[src/rtl/decoder_scan.sv]
// rtl/decoder_scan.sv - registered line decoder with 74x138 enables and auto-scan mode
// Optional blanking between scan lines when DECODER_SCAN_BLANK_EN is defined.
module decoder_scan #(
    parameter int SEL_W = 3,
    parameter int OUT_N = 8,
    parameter int DIV_W = 16
) (
    input  logic             clk,
    input  logic             rst,
    input  logic             g1,
    input  logic             g2a,
    input  logic             g2b,
    input  logic             mode,
    input  logic [SEL_W-1:0] sel,
    input  logic [DIV_W-1:0] div,
    output logic [OUT_N-1:0] Y,
    output logic [SEL_W-1:0] idx,
    output logic             wrap,
    output logic             err
);

    localparam logic [SEL_W:0]   LINES = OUT_N[SEL_W:0];
    localparam logic [SEL_W-1:0] LAST  = SEL_W'(OUT_N - 1);

    function automatic logic [OUT_N-1:0] line_low(input logic [SEL_W-1:0] i);
        return ~({{(OUT_N-1){1'b0}}, 1'b1} << i);
    endfunction

    logic             en, tick;
    logic [SEL_W-1:0] cnt_q, cnt_d, cnt_nxt;
    logic [DIV_W-1:0] pre_q, pre_d;
    logic             mode_q;
    logic [OUT_N-1:0] y_d;
    logic [SEL_W-1:0] idx_d;
    logic             wrap_d, err_d;
`ifdef DECODER_SCAN_BLANK_EN
    logic             blank_q, blank_d;
`endif

    always_comb begin
        en      = g1 & ~g2a & ~g2b;
        tick    = (pre_q == div);
        cnt_nxt = (cnt_q == LAST) ? '0 : cnt_q + 1'b1;
        y_d     = '1;
        idx_d   = idx;
        wrap_d  = 1'b0;
        err_d   = 1'b0;
        cnt_d   = cnt_q;
        pre_d   = pre_q;
`ifdef DECODER_SCAN_BLANK_EN
        blank_d = blank_q;
`endif
        if (!en) begin
            // Disabled: lines blank, scan position frozen.
        end else if (!mode) begin
`ifdef DECODER_SCAN_BLANK_EN
            blank_d = 1'b0;
`endif
            if ({1'b0, sel} < LINES) begin
                y_d   = line_low(sel);
                idx_d = sel;
            end else begin
                err_d = 1'b1;
            end
        end else if (!mode_q) begin
            // Scan entry restarts at line 0 without a wrap pulse.
            cnt_d = '0;
            pre_d = '0;
            y_d   = line_low('0);
            idx_d = '0;
`ifdef DECODER_SCAN_BLANK_EN
            blank_d = 1'b0;
`endif
        end
`ifdef DECODER_SCAN_BLANK_EN
        else if (blank_q) begin
            // Prescaler pauses during the blank cycle so each line keeps div+1 lit cycles.
            blank_d = 1'b0;
            y_d     = line_low(cnt_q);
            idx_d   = cnt_q;
            wrap_d  = (cnt_q == '0);
        end else if (tick) begin
            pre_d   = '0;
            cnt_d   = cnt_nxt;
            idx_d   = cnt_nxt;
            blank_d = 1'b1;
        end
`else
        else if (tick) begin
            pre_d  = '0;
            cnt_d  = cnt_nxt;
            y_d    = line_low(cnt_nxt);
            idx_d  = cnt_nxt;
            wrap_d = (cnt_q == LAST);
        end
`endif
        else begin
            // Free-running increment: a prescaler above a lowered div rolls over naturally.
            pre_d = pre_q + 1'b1;
            y_d   = line_low(cnt_q);
            idx_d = cnt_q;
        end
    end

    always_ff @(posedge clk) begin
        if (rst) begin
            Y      <= '1;
            idx    <= '0;
            wrap   <= 1'b0;
            err    <= 1'b0;
            cnt_q  <= '0;
            pre_q  <= '0;
            mode_q <= 1'b0;
`ifdef DECODER_SCAN_BLANK_EN
            blank_q <= 1'b0;
`endif
        end else begin
            Y      <= y_d;
            idx    <= idx_d;
            wrap   <= wrap_d;
            err    <= err_d;
            cnt_q  <= cnt_d;
            pre_q  <= pre_d;
            mode_q <= mode;
`ifdef DECODER_SCAN_BLANK_EN
            blank_q <= blank_d;
`endif
        end
    end

endmodule

[config.mk]
export PLATFORM = sky130hd
export DESIGN_NAME = decoder_scan
export DESIGN_NICKNAME = d
export VERILOG_FILES = /design/src/rtl/decoder_scan.sv
export SDC_FILE = /design/constraint.sdc
export NUM_CORES = 1
export LEC_CHECK = 0
export BUFFER_PORTS_ARGS = -buffer_cell sky130_fd_sc_hd__buf_4
export CORE_MARGIN = 5
export CORE_UTILIZATION = 40
export CTS_CLUSTER_DIAMETER = 60
export DETAILED_ROUTE_END_ITERATION = 8
export GPL_TIMING_DRIVEN = 0
export PLACE_DENSITY_LB_ADDON = 0.08
export SLEW_MARGIN = 30
export SYNTH_ARGS = -nofsm -noshare
export SYNTH_HDL_FRONTEND = slang
export SYNTH_SLANG_ARGS = --single-unit
export TNS_END_PERCENT = 100
[constraint.sdc]
create_clock -name clk -period 2.1 [get_ports clk]
set_input_delay 0.42 -clock clk [delete_from_list [all_inputs] [get_ports clk]]
set_output_delay 0.42 -clock clk [all_outputs]
set_load 0.03 [all_outputs]
* Word level (Yosys, flattened, before mapping)
Cells that the tools add are included.
** Storage, ports and cells
- Bits in registers :: 32
- Bits of input ports :: 25
- Output and inout bits :: 13
- Word-level logic and storage cells :: 36
** Operators by class
- $add $sub $neg :: 2
- Equality and inequality tests :: 2
- Shift-type cells :: 3
- Mux-type cells :: 9
- Bitwise logic cells :: 11
- Reduce and logical (&&, ||, !) cells :: 3
** Operator list (count)
- 16-bit 2-to-1 mux :: 2
- 8-bit 2-to-1 mux :: 3
- 8-bit NOT :: 3
- 1-bit by 3-bit << shifter with 8-bit output (first input constant) :: 3
- 16-bit by 1-bit adder with 16-bit output (second input constant) :: 1
- 16-bit == test :: 1
- 3-bit 2-to-1 mux :: 4
- 1-bit NOT :: 6
- 5-bit OR reduction :: 1
- 3-bit by 1-bit adder with 3-bit output (second input constant) :: 1
- 3-bit == test (second input constant) :: 1
- 1-bit bitwise AND :: 2
- 2-bit AND reduction :: 1
- 2-bit OR reduction :: 1

* Depth between registers and ports, before layout
Gate-level depths: netlist of run 1.
- Depth in word-level cells :: 7
- Depth in mapped cells :: 7
- Mapped depth without buffers :: 6

* Least setup slack after synthesis of run 1
No wires, ideal clock.
- Kind :: input -> register
- From :: input port g2a
- To :: register Y[6]
- Setup time :: 122 ps
- Arrival :: 1697 ps
- Required time :: 1978 ps
- Slack :: 282 ps
- Stages on the path :: 6
- Buffers on the path :: 2
- Cell sequence :: or3b_1 -> clkbuf_1 -> nor3_1 -> buf_2 -> nand2_1 -> o311a_1
** On the way
- Longest elaborated chain between the ends :: 5
** RTL lines
- start, declared :: RTL line 11 : input logic g2a,
- 1-bit NOT :: RTL line 41 : en = g1 & ~g2a & ~g2b;
- 1-bit bitwise AND (2 in series) :: RTL line 41
- 1-bit NOT (no source line)
- 2-bit OR reduction (no source line)
- end signal, assigned :: RTL line 118 : Y <= y_d;
- end, declared :: RTL line 16 : output logic [OUT_N-1:0] Y,
No other way between the ends.
A chain may end at the register's enable or synchronous reset.

* Worst setup path in the final report of run 1
- From :: register pre_q[10]
- To :: register idx[0]
** On the way
- Longest elaborated chain between the ends :: 4
** RTL lines
- start, declared :: RTL line 31 : logic [DIV_W-1:0] pre_q, pre_d;
- start signal, assigned :: RTL line 123 : pre_q <= pre_d;
- 16-bit == test :: RTL line 42 : tick = (pre_q == div);
- 3-bit 2-to-1 mux (2 in series)
- 3-bit 2-to-1 mux :: RTL line 55 : end else if (!mode) begin
- end signal, assigned :: RTL line 119 : idx <= idx_d;
- end, declared :: RTL line 17 : output logic [SEL_W-1:0] idx,
No other way between the ends.

==> run_results.csv, run 1 <==
group,metric,value,unit
run_status,status,"finished, final reports clean",
placement,dpl_cell_area,2130,sq um
timing,finalSetupViolations,0,
global_route,grt_pass1_vias,1573,
synth,async_flop_share,0,%
detailed_routing,postRouteAntennaNets,0,
die,core-area,4380,sq um
final_layout,drive_gt1_share,23.2,%
worst_hold_path,hp-start,"sel[0]",
final_layout,seqCellArea,641,sq um
worst_setup_path,worstSetupStartpoint,"pre_q[10]",
clock_tree,cts_buffer_depth,2,
timing,fin_worst_skew,0.00589,ns
power_and_ir_drop,ir_worst_vdd,0.000352,V
synth,ys_warn_count,0,
worst_setup_path,worstReg2RegStart,"pre_q[10]",
synth,synth_top_family_by_area,"simple AND/OR/NAND/NOR gates",
synth,synth_xor_area_share,14.0,%
detailed_routing,drt-total-wl,4220,um
detailed_routing,drc,0,
die,die_x,77.3,um
global_route,grt_pass1_wl,7160,um
synth,synth_flop_cell,"dfxtp_1",
die,start_util,41.4,%
detailed_routing,avgViaCountPerCell,5.14,
detailed_routing,num_vias,1599,
timing,rsz0062_at_grt,"no",
power_and_ir_drop,total_power,1.39,mW
synth,yosysSeqAreaShare,35.3,%
worst_setup_path,path_class,"register to register",
synth,avgSynthCellArea,8.51,sq um
global_route,grtUsageTotal,14.7,%
worst_setup_path,crit_slowest_cell,"clkbuf_1",
timing,hold_viol,0,
die,die_y,77.3,um
worst_setup_path,crit_family,"simple AND/OR/NAND/NOR gates",
placement,dp.cells,299,
synth,synth_adder_area_share,5.52,%
synth,synth_seq_cells,32,
final_layout,nFillCells,433,
worst_setup_path,max_stage_delay,0.31,ns
clock_tree,numCtsBuffers,5,
timing,setup_ws,0.152,ns
clock_tree,htree_levels,2,
timing,hold_ws,0.458,ns
clock_tree,hold_buffers,0,
die,num_rows,24,
clock_tree,clock-sinks,32,
clock_tree,cts_tree,"yes",
power_and_ir_drop,power.density,601,nW/um^2
synth,syn_area,1810,sq um
worst_setup_path,cp.arrival,2.11,ns
worst_hold_path,hold_path.class,"primary input to register",
worst_setup_path,critical_path.max_fanout,10,
placement,place_hpwl,3210,um
synth,syn_nets,246,
synth,synthCells,213,
final_layout,final_cells,311,
detailed_routing,wl_per_cell,13.6,um
worst_setup_path,startpoint_type,"register",
global_route,overflow,0,
synth,synth.area.mux_share,2.21,%
timing,maxSlewViolCount,0,
synth,synthSimpleGateAreaFrac,28.0,%
global_route,antenna_found_initial,0,
clock_tree,root_buffer,"clkbuf_8",
detailed_routing,dr.pass1.iters,4,
timing,fin_crit_sh,92.8,%
synth,yosysUniqueCellTypes,44,
placement,routabilityCongestion,0.815,
clock_tree,clk_latency,0.29,ns
clock_tree,clk_pin_slew_worst_paths,0.07,ns
detailed_routing,drt_iter0_drc,73,
timing,period_minus_slack,1.95,ns
global_route,grt_max_degree,11,
worst_setup_path,worstPathCellList,"buf_2 -> xor2_1 -> nor4_2 -> nand4_2 -> clkbuf_1 -> mux2i_1 -> o22ai_1",
worst_setup_path,cp_num_buf_inv,2,
timing,fmax,513,MHz
job,maxCapViolCount,0,
die,num_io_pins,38,
synth,synth-edff-count,0,
synth,synth_compound_area_share,9.73,%
final_layout,diodes,0,
final_layout,multi_input_area,1100,sq um
placement,io_buffer_count,34,
power_and_ir_drop,leakage,0.965,nW
final_layout,finalNetCount,291,
placement,dp_slack,-0.201,ns
worst_setup_path,cp-end-kind,"register",
final_layout,stdcell_area,2310,sq um
die,die_area,5980,sq um
final_layout,syn_to_final_growth,27.3,%
worst_setup_path,required,2.26,ns
## worst register-to-register path, stage by stage (launching register included)
cell and delay, ns:
dfxtp_1 0.30, buf_2 0.16, xor2_1 0.17, nor4_2 0.28, nand4_2 0.24, clkbuf_1 0.31
mux2i_1 0.25, o22ai_1 0.10
## kinds of logic (layout without fill, tap and decap cells)
logic type	count (synthesis)	after routing
mux	4	4
flops	32	32
fa+ha+maj	8	8
xor+xnor	29	29
simple gates	96	96
compound gates	22	22
other cells	1	1
buf+inv	21	67
## worst paths after layout
| check | slack [ns] | to | depth (start not counted) |
|---|---|---|---|
| setup reg to reg | 0.15 | idx[0] | 7 |
| hold / removal | 0.46 | Y[0] | 3 |
| setup / recovery | 0.15 | idx[0] | 7 |
| hold reg to reg | 0.55 | pre_q[15] | 2 |
## power breakdown
group          switching (mW)  internal [mW]  total (mW)
combinational          0.0557         0.0566       0.112
sequential            0.00485          0.611       0.615
clock                   0.240          0.419       0.659
total                   0.301           1.09        1.39
## final cells by class
cell class / count / area share, %
Multi-Input combinational cell: 160 / 47.7
Sequential cell: 32 / 27.8
Timing Repair Buffer: 38 / 12.4
Clock buffer: 7 / 4.17
Tap cell: 52 / 2.82
Buffer: 11 / 2.28
Inverter: 10 / 1.63
Clock inverter: 1 / 1.30
## metrics by stage
stage,util [%],setup TNS (ns)
after floorplan,-,0
after global placement,48.7,-4.21
after detailed placement,48.7,-3.56
after CTS,51.7,0
after global routing,52.7,0
final,52.7,0
## synthesized netlist by cell type (2+ instances only)
| cell type | count | share of area, % |
|---|---|---|
| nand4_1 | 7 | 2.4 |
| xnor2_1 | 9 | 4.3 |
| nor3_1 | 9 | 2.5 |
| o311a_1 | 2 | 1.1 |
| a2bb2o_1 | 2 | 1.1 |
| dfxtp_1 | 32 | 35 |
| nand2_1 | 14 | 2.9 |
| and3_1 | 4 | 1.4 |
| xor2_1 | 20 | 9.7 |
| a21oi_1 | 6 | 1.7 |
| nand2b_1 | 2 | 0.69 |
| and2_1 | 2 | 0.69 |
| inv_1 | 10 | 2.1 |
| buf_4 | 2 | 0.83 |
| nand4b_1 | 2 | 0.97 |
| ha_1 | 8 | 5.5 |
| nor2_1 | 27 | 5.6 |
| buf_2 | 3 | 0.83 |
| nor4_1 | 7 | 2.4 |
| nand3_1 | 10 | 2.8 |
| clkbuf_1 | 5 | 1.0 |
| o22ai_1 | 3 | 1.0 |
| mux2i_1 | 4 | 2.2 |
| nor2b_1 | 3 | 1.0 |
## flip-flops by register name (all words and copies together), names as in the netlist
signal	flops
pre_q	16
Y	8
cnt_q	3
idx	3
mode_q	1
wrap	1
## layout by cell type (no fill, tap or decap), types with 2 or more instances in the layout
master    instances
buf_4            40
dfxtp_1          32
nor2_1           27
xor2_1           20
nand2_1          14
inv_1            10
nand3_1          10
xnor2_1           9
nor3_1            9
ha_1              8
nand4_1           7
clkbuf_8          7
a21oi_1           6
clkbuf_1          5
nor4_2            4
nor4_1            4
and3_1            4
mux2i_1           4
buf_2             3
nor2b_1           3
o22ai_1           3
and2_1            2
nand2b_1          2
o311a_1           2
a2bb2o_1          2
nand4b_1          2
## repair_timing
item	4_1_cts	5_1_grt
setup endpoints to repair	16	21
pin swaps	0	2
hold endpoints to repair	0	0
buffers inserted	0	4
resized for setup	1	2
## per-layer routing
| metal | GRT usage, % | share of wire [%] | vias up |
|---|---|---|---|
| met5 | 0 | 0 | - |
| met1 | 18.1 | 45 | 724 |
| li1 | - | - | 828 |
| met4 | 6.53 | 2.0 | 0 |
| met2 | 24.1 | 48 | 38 |
| met3 | 3.98 | 5.0 | 9 |
Note: power is estimated with default switching activity, not from simulation.
==> inputs of run 2 (changes only) <==
==> constraint.sdc (replaced) <==
create_clock -name clk -period 1.8 [get_ports clk]
set_input_delay 0.36 -clock clk [delete_from_list [all_inputs] [get_ports clk]]
set_output_delay 0.36 -clock clk [all_outputs]
set_load 0.03 [all_outputs]
==> run 2 against run 1 <==
Net effect:
- the flow now finishes with violations (negative setup slack)
- global-route usage increased by 0.41 points
- critical path depth decreased by 1
- power increased by 19%
- clock power increased by 18%
- sequential power increased by 15%
- die area unchanged
- final cell count increased by 3.2%
- fmax increased by 6.3%
- cell area increased by 13%
- flip-flop and latch count unchanged
- worst hold slack got worse by 0.067 ns
- clock skew increased by 0.0027 ns
- critical endpoint is now cnt_q[0]
- highest routed layer unchanged
==> run_results.csv, run 2 (synthesized netlist as in run 1, its figures left out) <==
group,metric,value,unit
run_status,status,"complete, but fails checks",
run_status,violations,"negative setup slack",
die,num_io_pins,38,
final_layout,final_cells,321,
worst_setup_path,worstSetupStartpoint,"pre_q[1]",
power_and_ir_drop,p_int,1.27,mW
detailed_routing,met1Wirelength,2040,um
final_layout,layout_commonest_cell,"buf_4",
timing,fin_crit_sh,102,%
worst_setup_path,critPathCapture,"cnt_q[0]",
detailed_routing,drt_iter0_drc,82,
timing,fin_worst_skew,0.00857,ns
worst_setup_path,r2r_cells,6,
clock_tree,cts_buffer_depth,2,
detailed_routing,dr_wl_met2,2400,um
timing,fmax,546,MHz
clock_tree,cts_tree,"yes",
detailed_routing,drt-total-wl,4690,um
power_and_ir_drop,pwr-share-comb,9.9,%
worst_setup_path,critical_path.max_fanout,5,
detailed_routing,wl_per_cell,14.6,um
worst_setup_path,cp-end-kind,"register",
final_layout,final_cell_mix,"buf_4 (47), nor2_1 (23), dfxtp_1 (19)",
final_layout,reg.largest.list,"pre_q (16), Y (8)",
timing,finalSetupViolations,3,
final_layout,syn_to_final_growth,43.8,%
detailed_routing,dr.pass1.iters,4,
die,die_y,77.3,um
clock_tree,htree_levels,2,
power_and_ir_drop,p_sw_share,22.9,%
clock_tree,clock-sinks,32,
timing,period_minus_slack,1.83,ns
detailed_routing,wl_met3,189,um
global_route,grt_max_degree,11,
timing,setup_ws,-0.0318,ns
power_and_ir_drop,ir_worst_vdd,0.000440,V
final_layout,top_register,"pre_q",
placement,dpl_cell_area,2130,sq um
placement,io_buffer_count,34,
die,die_area,5980,sq um
detailed_routing,drc,0,
power_and_ir_drop,switchingPower,0.377,mW
detailed_routing,avgViaCountPerCell,5.21,
placement,routabilityCongestion,0.815,
worst_hold_path,holdPathStages,3,
global_route,antenna_found_initial,0,
die,core-area,4380,sq um
worst_setup_path,required,1.98,ns
worst_setup_path,ff2ff_setup_slack,-0.03,ns
worst_hold_path,hp-start,"sel[0]",
die,num_rows,24,
placement,place_hpwl,3210,um
die,die_x,77.3,um
final_layout,stdcell_area,2610,sq um
worst_setup_path,path_class,"register to register",
final_layout,largest_register_ffs,16,
final_layout,fin_util,59.5,%
worst_setup_path,worstReg2RegStart,"pre_q[1]",
clock_tree,clk_pin_slew_worst_paths,0.07,ns
clock_tree,root_buffer,"clkbuf_8",
worst_setup_path,r2r-end,"cnt_q[0]",
placement,dp.cells,299,
final_layout,drive_gt1_share,37.5,%
final_layout,diodes,0,
clock_tree,numCtsBuffers,5,
global_route,grtUsageTotal,15.2,%
power_and_ir_drop,power.density,632,nW/um^2
final_layout,nFillCells,393,
timing,rsz0062_at_grt,"yes",
worst_setup_path,cp.arrival,2.01,ns
job,maxCapViolCount,0,
timing,tns,-0.0674,ns
power_and_ir_drop,leakage,1.05,nW
global_route,overflow,0,
final_layout,finalNetCount,301,
detailed_routing,postRouteAntennaNets,0,
global_route,grt_pass1_wl,7320,um
power_and_ir_drop,p_seq_share,42.9,%
worst_setup_path,startpoint_type,"register",
die,start_util,41.4,%
worst_hold_path,hold_path.class,"primary input to register",
power_and_ir_drop,p_clk_share,47.3,%
timing,maxSlewViolCount,0,
detailed_routing,num_vias,1671,
global_route,grt_pass1_vias,1621,
timing,hold_viol,0,
clock_tree,clk_latency,0.29,ns
detailed_routing,routed.top_layer,"met4",
run 2: repair_timing:
action / CTS / global route
resized for setup: 28 / 29
pin swaps: 7 / 8
hold buffers: 0 / 0
endpoints found under the setup margin: 31 / 25
buffers inserted: 8 / 6
cloned: 1 / 0
run 2: how the worst min path moves through the flow:
stage	to	slack [ns]
finish	Y[0]	0.39
global route	Y[0]	0.41
CTS	Y[0]	0.40
detailed placement	pre_q[15]	0.54
global placement	pre_q[15]	0.52
floorplan	pre_q[1]	0.49
run 2: power by group through the flow:
stage | clock network, mW | logic (mW) | registers [mW]
final | 0.779 | 0.163 | 0.706
after global routing | 0.819 | 0.177 | 0.707
after CTS | 0.783 | 0.152 | 0.714
after detailed placement | 0 | 0.125 | 0.734
after global placement | 0 | 0.125 | 0.734
after floorplan | 0 | 0.0601 | 0.738
run 2: per-layer routing:
metal,vias to the layer above,track usage [%]
met5,-,0
met4,0,6.53
met3,8,3.86
met2,38,25.4
met1,779,18.2
li1,846,-
run 2: metrics by stage:
step	setup slack [ns]	total power, mW	hold slack (ns)
floorplan	0.0417	0.798	0.494
global placement	-0.472	0.859	0.524
detailed placement	-0.441	0.859	0.539
CTS	-0.0226	1.65	0.400
global route	-0.0765	1.70	0.409
finish	-0.0318	1.65	0.392
run 2: critical path, cell delays in order (launching register included):
cell and delay, ns:
dfxtp_4 0.38, xor2_4 0.16, nor4_4 0.34, nand4_4 0.21, a31oi_4 0.27, buf_12 0.15, a2bb2o_4 0.21
run 2: cell type report:
type | instances | area (sq um) | share of cell area, %
clock inverter | 1 | 30.0 | 1.15
clock buffer | 7 | 96.3 | 3.69
timing repair buffer | 49 | 382 | 14.6
inverter | 10 | 37.5 | 1.44
buffer | 10 | 70.1 | 2.69
sequential | 32 | 677 | 26.0
tap | 52 | 65.1 | 2.50
multi-input combinational | 160 | 1250 | 47.9
